`src/rtl/mbist_controller_if.sv`:
```
// Memory/decoder bus for the MBIST controller.
//   q          pattern select to the background decoder
//   data_t     background pattern returned by the decoder
//   mem_addr   memory address
//   mem_we     write strobe
//   mem_re     read strobe; mem_rdata is valid one cycle later
//   mem_wdata  write data
//   mem_rdata  read data
// master: the controller side. slave: the decoder and the memory side.
interface mbist_controller_if #(
  parameter int unsigned ADDR_WIDTH = 4,
  parameter int unsigned DATA_WIDTH = 8
);
  logic [2:0]            q;
  logic [DATA_WIDTH-1:0] data_t;
  logic [ADDR_WIDTH-1:0] mem_addr;
  logic                  mem_we;
  logic                  mem_re;
  logic [DATA_WIDTH-1:0] mem_wdata;
  logic [DATA_WIDTH-1:0] mem_rdata;

  modport master (
    output q, mem_addr, mem_we, mem_re, mem_wdata,
    input  data_t, mem_rdata
  );

  modport slave (
    input  q, mem_addr, mem_we, mem_re, mem_wdata,
    output data_t, mem_rdata
  );
endinterface

```
`src/rtl/mbist_controller.sv`:
```
// MBIST sequencer. For each pattern q = 0..NUM_PATTERNS-1 it writes the decoder
// background to every address (ascending), reads every address back and compares
// against the decoder output. Reports done, a sticky fail flag and the address
// and pattern of the first mismatch.
// Ports:
//   clk, rst       clock; asynchronous active-high reset
//   start_i        start pulse, accepted only in idle or done
//   bus            decoder select/pattern and memory strobes (master side)
//   busy_o         test running
//   done_o         test finished, held until the next start
//   fail_o         sticky mismatch flag
//   fail_addr_o    address of the first mismatch
//   fail_q_o       pattern of the first mismatch
module mbist_controller #(
  parameter int unsigned ADDR_WIDTH   = 4,
  parameter int unsigned DATA_WIDTH   = 8,
  parameter int unsigned NUM_PATTERNS = 6
) (
  input  logic                  clk,
  input  logic                  rst,
  input  logic                  start_i,
  mbist_controller_if.master    bus,
  output logic                  busy_o,
  output logic                  done_o,
  output logic                  fail_o,
  output logic [ADDR_WIDTH-1:0] fail_addr_o,
  output logic [2:0]            fail_q_o
);

  localparam logic [2:0] LastQ = 3'(NUM_PATTERNS - 1);

  typedef enum logic [2:0] {StIdle, StWrite, StRead, StDrain, StDone} state_e;

  state_e                state_q, state_d;
  logic [ADDR_WIDTH-1:0] addr_q, addr_d;
  logic [2:0]            q_q, q_d;
  logic                  rd_valid_q;
  logic [ADDR_WIDTH-1:0] rd_addr_q;
  logic                  fail_q, fail_d;
  logic [ADDR_WIDTH-1:0] fail_addr_q, fail_addr_d;
  logic [2:0]            fail_pat_q, fail_pat_d;
  logic                  start_ok;
  logic                  mismatch;

  assign start_ok = start_i && (state_q == StIdle || state_q == StDone);
  // q has not advanced yet when the previous read is compared, so data_t is valid.
  assign mismatch = rd_valid_q && (bus.mem_rdata != bus.data_t);

  always_comb begin
    state_d = state_q;
    addr_d  = addr_q;
    q_d     = q_q;
    unique case (state_q)
      StIdle, StDone: begin
        if (start_ok) begin
          state_d = StWrite;
          addr_d  = '0;
          q_d     = '0;
        end
      end
      StWrite: begin
        addr_d = addr_q + 1'b1;  // wraps to 0 after the last address
        if (&addr_q) state_d = StRead;
      end
      StRead: begin
        addr_d = addr_q + 1'b1;
        if (&addr_q) state_d = StDrain;
      end
      StDrain: begin
        if (q_q == LastQ) begin
          state_d = StDone;
        end else begin
          q_d     = q_q + 3'd1;
          state_d = StWrite;
        end
      end
      default: state_d = StIdle;
    endcase
  end

  always_comb begin
    fail_d      = fail_q;
    fail_addr_d = fail_addr_q;
    fail_pat_d  = fail_pat_q;
    if (start_ok) begin
      fail_d      = 1'b0;
      fail_addr_d = '0;
      fail_pat_d  = '0;
    end else if (mismatch && !fail_q) begin
      fail_d      = 1'b1;
      fail_addr_d = rd_addr_q;
      fail_pat_d  = q_q;
    end
  end

  always_ff @(posedge clk or posedge rst) begin
    if (rst) begin
      state_q     <= StIdle;
      addr_q      <= '0;
      q_q         <= '0;
      rd_valid_q  <= 1'b0;
      rd_addr_q   <= '0;
      fail_q      <= 1'b0;
      fail_addr_q <= '0;
      fail_pat_q  <= '0;
    end else begin
      state_q     <= state_d;
      addr_q      <= addr_d;
      q_q         <= q_d;
      rd_valid_q  <= (state_q == StRead);
      rd_addr_q   <= addr_q;
      fail_q      <= fail_d;
      fail_addr_q <= fail_addr_d;
      fail_pat_q  <= fail_pat_d;
    end
  end

  always_comb begin
    bus.q         = q_q;
    bus.mem_we    = (state_q == StWrite);
    bus.mem_re    = (state_q == StRead);
    bus.mem_addr  = (state_q == StWrite || state_q == StRead) ? addr_q : '0;
    bus.mem_wdata = bus.data_t;
    busy_o        = (state_q == StWrite || state_q == StRead || state_q == StDrain);
    done_o        = (state_q == StDone);
    fail_o        = fail_q;
    fail_addr_o   = fail_addr_q;
    fail_q_o      = fail_pat_q;
  end

endmodule

```
`src/flat_wrapper.sv`:
```
// flat-port wrapper written by rule: the top's interface ports become plain ports
module mbist_controller_flat 
#(
  parameter int unsigned ADDR_WIDTH   = 4,
  parameter int unsigned DATA_WIDTH   = 8,
  parameter int unsigned NUM_PATTERNS = 6
)
  (clk, rst, start_i, busy_o, done_o, fail_o, fail_addr_o, fail_q_o, bus_q, bus_mem_addr, bus_mem_we, bus_mem_re, bus_mem_wdata, bus_data_t, bus_mem_rdata);
  mbist_controller_if #(.ADDR_WIDTH(ADDR_WIDTH), .DATA_WIDTH(DATA_WIDTH)) bus_i ();
  input  logic clk;
  input  logic rst;
  input  logic start_i;
  output logic busy_o;
  output logic done_o;
  output logic fail_o;
  output logic [ADDR_WIDTH-1:0] fail_addr_o;
  output logic [2:0] fail_q_o;
  output wire logic [$bits(bus_i.q)-1:0] bus_q;
  output wire logic [$bits(bus_i.mem_addr)-1:0] bus_mem_addr;
  output wire logic [$bits(bus_i.mem_we)-1:0] bus_mem_we;
  output wire logic [$bits(bus_i.mem_re)-1:0] bus_mem_re;
  output wire logic [$bits(bus_i.mem_wdata)-1:0] bus_mem_wdata;
  input wire logic [$bits(bus_i.data_t)-1:0] bus_data_t;
  input wire logic [$bits(bus_i.mem_rdata)-1:0] bus_mem_rdata;
  assign bus_q = bus_i.q;
  assign bus_mem_addr = bus_i.mem_addr;
  assign bus_mem_we = bus_i.mem_we;
  assign bus_mem_re = bus_i.mem_re;
  assign bus_mem_wdata = bus_i.mem_wdata;
  assign bus_i.data_t = bus_data_t;
  assign bus_i.mem_rdata = bus_mem_rdata;
  mbist_controller #(.ADDR_WIDTH(ADDR_WIDTH), .DATA_WIDTH(DATA_WIDTH), .NUM_PATTERNS(NUM_PATTERNS)) u_core (.clk(clk), .rst(rst), .start_i(start_i), .bus(bus_i), .busy_o(busy_o), .done_o(done_o), .fail_o(fail_o), .fail_addr_o(fail_addr_o), .fail_q_o(fail_q_o));
endmodule
```
`config.mk`:
```
export PLATFORM = sky130hd
export DESIGN_NAME = mbist_controller_flat
export DESIGN_NICKNAME = d
export VERILOG_FILES = /design/src/rtl/mbist_controller_if.sv /design/src/rtl/mbist_controller.sv /design/src/flat_wrapper.sv
export SDC_FILE = /design/constraint.sdc
export NUM_CORES = 1
export LEC_CHECK = 0
export BUFFER_PORTS_ARGS = -buffer_cell sky130_fd_sc_hd__buf_2
export CAP_MARGIN = 20
export CORE_MARGIN = 1.5
export CORE_UTILIZATION = 30
export CTS_BUF_LIST = sky130_fd_sc_hd__clkbuf_2
export DETAILED_ROUTE_END_ITERATION = 8
export MAX_ROUTING_LAYER = met4
export SYNTH_ARGS = -nofsm -noshare
export SYNTH_HDL_FRONTEND = slang
export SYNTH_SLANG_ARGS = --single-unit
```
`constraint.sdc`:
```
create_clock -name clk -period 1.55 [get_ports clk]
set_input_delay 0.31 -clock clk [delete_from_list [all_inputs] [get_ports clk]]
set_output_delay 0.31 -clock clk [all_outputs]
set_load 0.005 [all_outputs]
```
==> impl_results.md <==
* Outcome: finished with violations
* Failing checks: setup timing
* Yosys top cell by area: dfrtp_1
* Pleak at 0.000868 uW
* Routed vias at 1,086
* HPWL Detailed at 1970 um
* Rel. slew slack at 0.670
* Hold Path Depth at 2
* DIE WIDTH at 67.9 um
* Die area at 4610 um2
* Initial antenna violation count at 0
* Drt drc at 0
* Fraction of layout instances using a drive strength above 1 at 0.462
* Port Buffers at 45
* Fin nets at 209
* Drt total wl at 2770 um
* H-tree depth at 1
* Root buf cell: clkbuf_2
* Worst setup slack after layout at -0.180 ns
* Register Area at 578 um2
* MaxCap Viol Count at 0
* Worst-path maximum fanout at 5
* Number of diodes at 0
* RSZ-0062 raised after global routing: true
* Final Hold Violating Endpoints at 0
* Pre-CTS setup slack at 0.0502 ns
* Seq/Total Area, Yosys at 0.456
* Critical Path AT at 1.42 ns
* GPL Wtd Cong at 0.809
* Vias in the first global route at 1,005
* Core Box Area at 4030 um2
* Reg2Reg Depth at 8
* Commonest non-fill, non-tap cell in the layout: buf_2
* CTS buffer count at 3
* Area Growth Syn to Fin at 37.5%
* Final antenna-violating net count at 0
* CP Data Required Time at 1.24 ns
* Vias/cell at 4.60
* TritonCTS clock tree: built
* Final Critical Period at 1.73 ns
* Clock Pin Slew Worst Setup and Hold Paths at 0.21 ns
* # setup viols final at 8
* Io pins at 46
* Overall power at 1960 uW
* Avg Cell Area, Syn at 10.1 um2
* Critical setup path kind: reg -> out
* Starting density of the core at 0.313
* Crit start category: register
* Largest net degree at the start of global routing at 24
* Synth warnings at 0
* Initial drt markers at 49
* Synthesized netlist cell count at 125
* Overall routing resource usage at 0.129
* CTS sink count at 23
* Top post-synthesis cells by area: dfrtp_1, nand2_1, mux2i_1
* Max Clk Rate at 578 MHz
* #FFs+latches synth at 23
* Net Count, Synth at 147
* Multi-input logic area at 621 um2
* Clock Latency Late Sink at 0.33 ns
* Commonest cells after routing, fill and taps aside: buf_2, dfrtp_1, nand2_1, buf_4, xor2_1
* VDD IR max at 0.644 mV
* Max clock buf depth at 2
* Worst hold path class: in -> reg
* Wire length per cell at 11.8 um
* Fin Clk Skew at 0.0107 ns
* Pwr dens at 1130 nW/um2
* Post-synth top area share at 0.456
* Cell Rows at 23
* Critical Path End Type: output pin
* Slew Limit Fails at 0
* Unique masters post-synth at 28
* Filler Cell Count at 417
* Slew @ Worst Pin at 0.495 ns
* Global-route wire length before repair at 4410 um
* Synth Cell Area at 1260 um2
* TritonRoute pass-1 iters at 4
* Fin crit share at 1.12
* Die Ht at 67.9 um
* GRT Residual Overflow at 0
## metal layers
layer,routed length [um],vias to the layer above,track usage
met3,172,0,0.0197
met2,1330,37,0.227
met1,1270,515,0.158
li1,-,534,-
met4,0,0,0.0300
met5,0,-,-
## what timing repair did
item	in CTS	in global routing
gates resized for setup	13	3
pin swaps	7	5
hold endpoints to repair	23	0
buffers inserted	6	9
hold buffers	1	0
setup endpoints to repair	7	8
## Yosys cell counts (all sizes together)
cell and instances:
nand3 3, xor2 8, and2 5, a221oi 2
nand2 19, a21boi 2, o21ai 6, nor2 7
a2111oi 1, and3b 1, ha 3, xnor2 1
nor4 2, nand2b 4, a32o 1, a21oi 7
mux2i 7, inv 7, buf 11, a31oi 2
dfrtp 23, o21a 2, a311oi 1
## report_power, final
part	total, uW	internal (uW)	switching [uW]
Sequential	824	710	114
Clock	241	58.5	183
Combinational	900	489	411
Total	1960	1260	707
## state kept, by name, indices dropped and copies added, names as in the netlist
| signal | flops |
|---|---|
| u_core.addr_q | 4 |
| u_core.bus.q | 3 |
| u_core.fail_o | 1 |
| u_core.rd_addr_q | 4 |
| u_core.rd_valid_q | 1 |
| u_core.state_q | 3 |
| u_core.fail_q_o | 3 |
| u_core.fail_addr_o | 4 |
## layout make-up
class,instances,area share
flip-flops and latches,23,0.333
multi-input cells,84,0.358
well taps,50,0.0360
inverters,7,0.0151
clock buffers,3,0.00865
repair buffers,68,0.247
clock inverters,1,0.00288
## final timing paths
kind / from / end / slack (ns)
max: u_core.state_q[0]$_DFFE_PP0P_ / bus_mem_addr[0] / -0.18
min in group asynchronous: rst / u_core.bus.q[0]$_DFFE_PP0P_ / 0.52
max reg2reg: u_core.state_q[1]$_DFFE_PP0P_ / u_core.state_q[0]$_DFFE_PP0P_ / 0.02
min reg2reg: u_core.addr_q[0]$_DFFE_PP0P_ / u_core.rd_addr_q[0]$_DFF_PP0_ / 0.52
min: start_i / u_core.addr_q[3]$_DFFE_PP0P_ / 0.23
max in group asynchronous: rst / u_core.state_q[2]$_DFFE_PP0P_ / 0.78
## logic make-up after synthesis
family | Yosys count | share of synthesized area
and+or+nand+nor | 41 | 0.174
AOI/OAI and AO/OA | 24 | 0.142
DFF | 23 | 0.456
buffers and inverters | 18 | 0.0803
xor gates and xnor gates | 9 | 0.0624
muxes | 7 | 0.0555
adders and majority gates | 3 | 0.0297
## worst max-delay path: stages (launching register included)
cell	delay (ns)
dfrtp_2	0.50
nand2b_4	0.17
a21oi_4	0.17
and2_4	0.18
buf_6	0.08
## through the flow
stage          setup TNS [ns]  cell area [um2]  hold WS [ns]  cells   util
6_report               -0.865             1740         0.234    236  0.431
3_5_place_dp                0             1530         0.373    216  0.379
2_1_floorplan               0             1260         0.312    125      -
3_3_place_gp                0             1530         0.369    216  0.379
4_1_cts                -0.982             1660         0.213    227  0.411
5_1_grt                 -1.83             1740         0.209    236  0.431
Note: power is estimated with default switching activity, not from simulation.
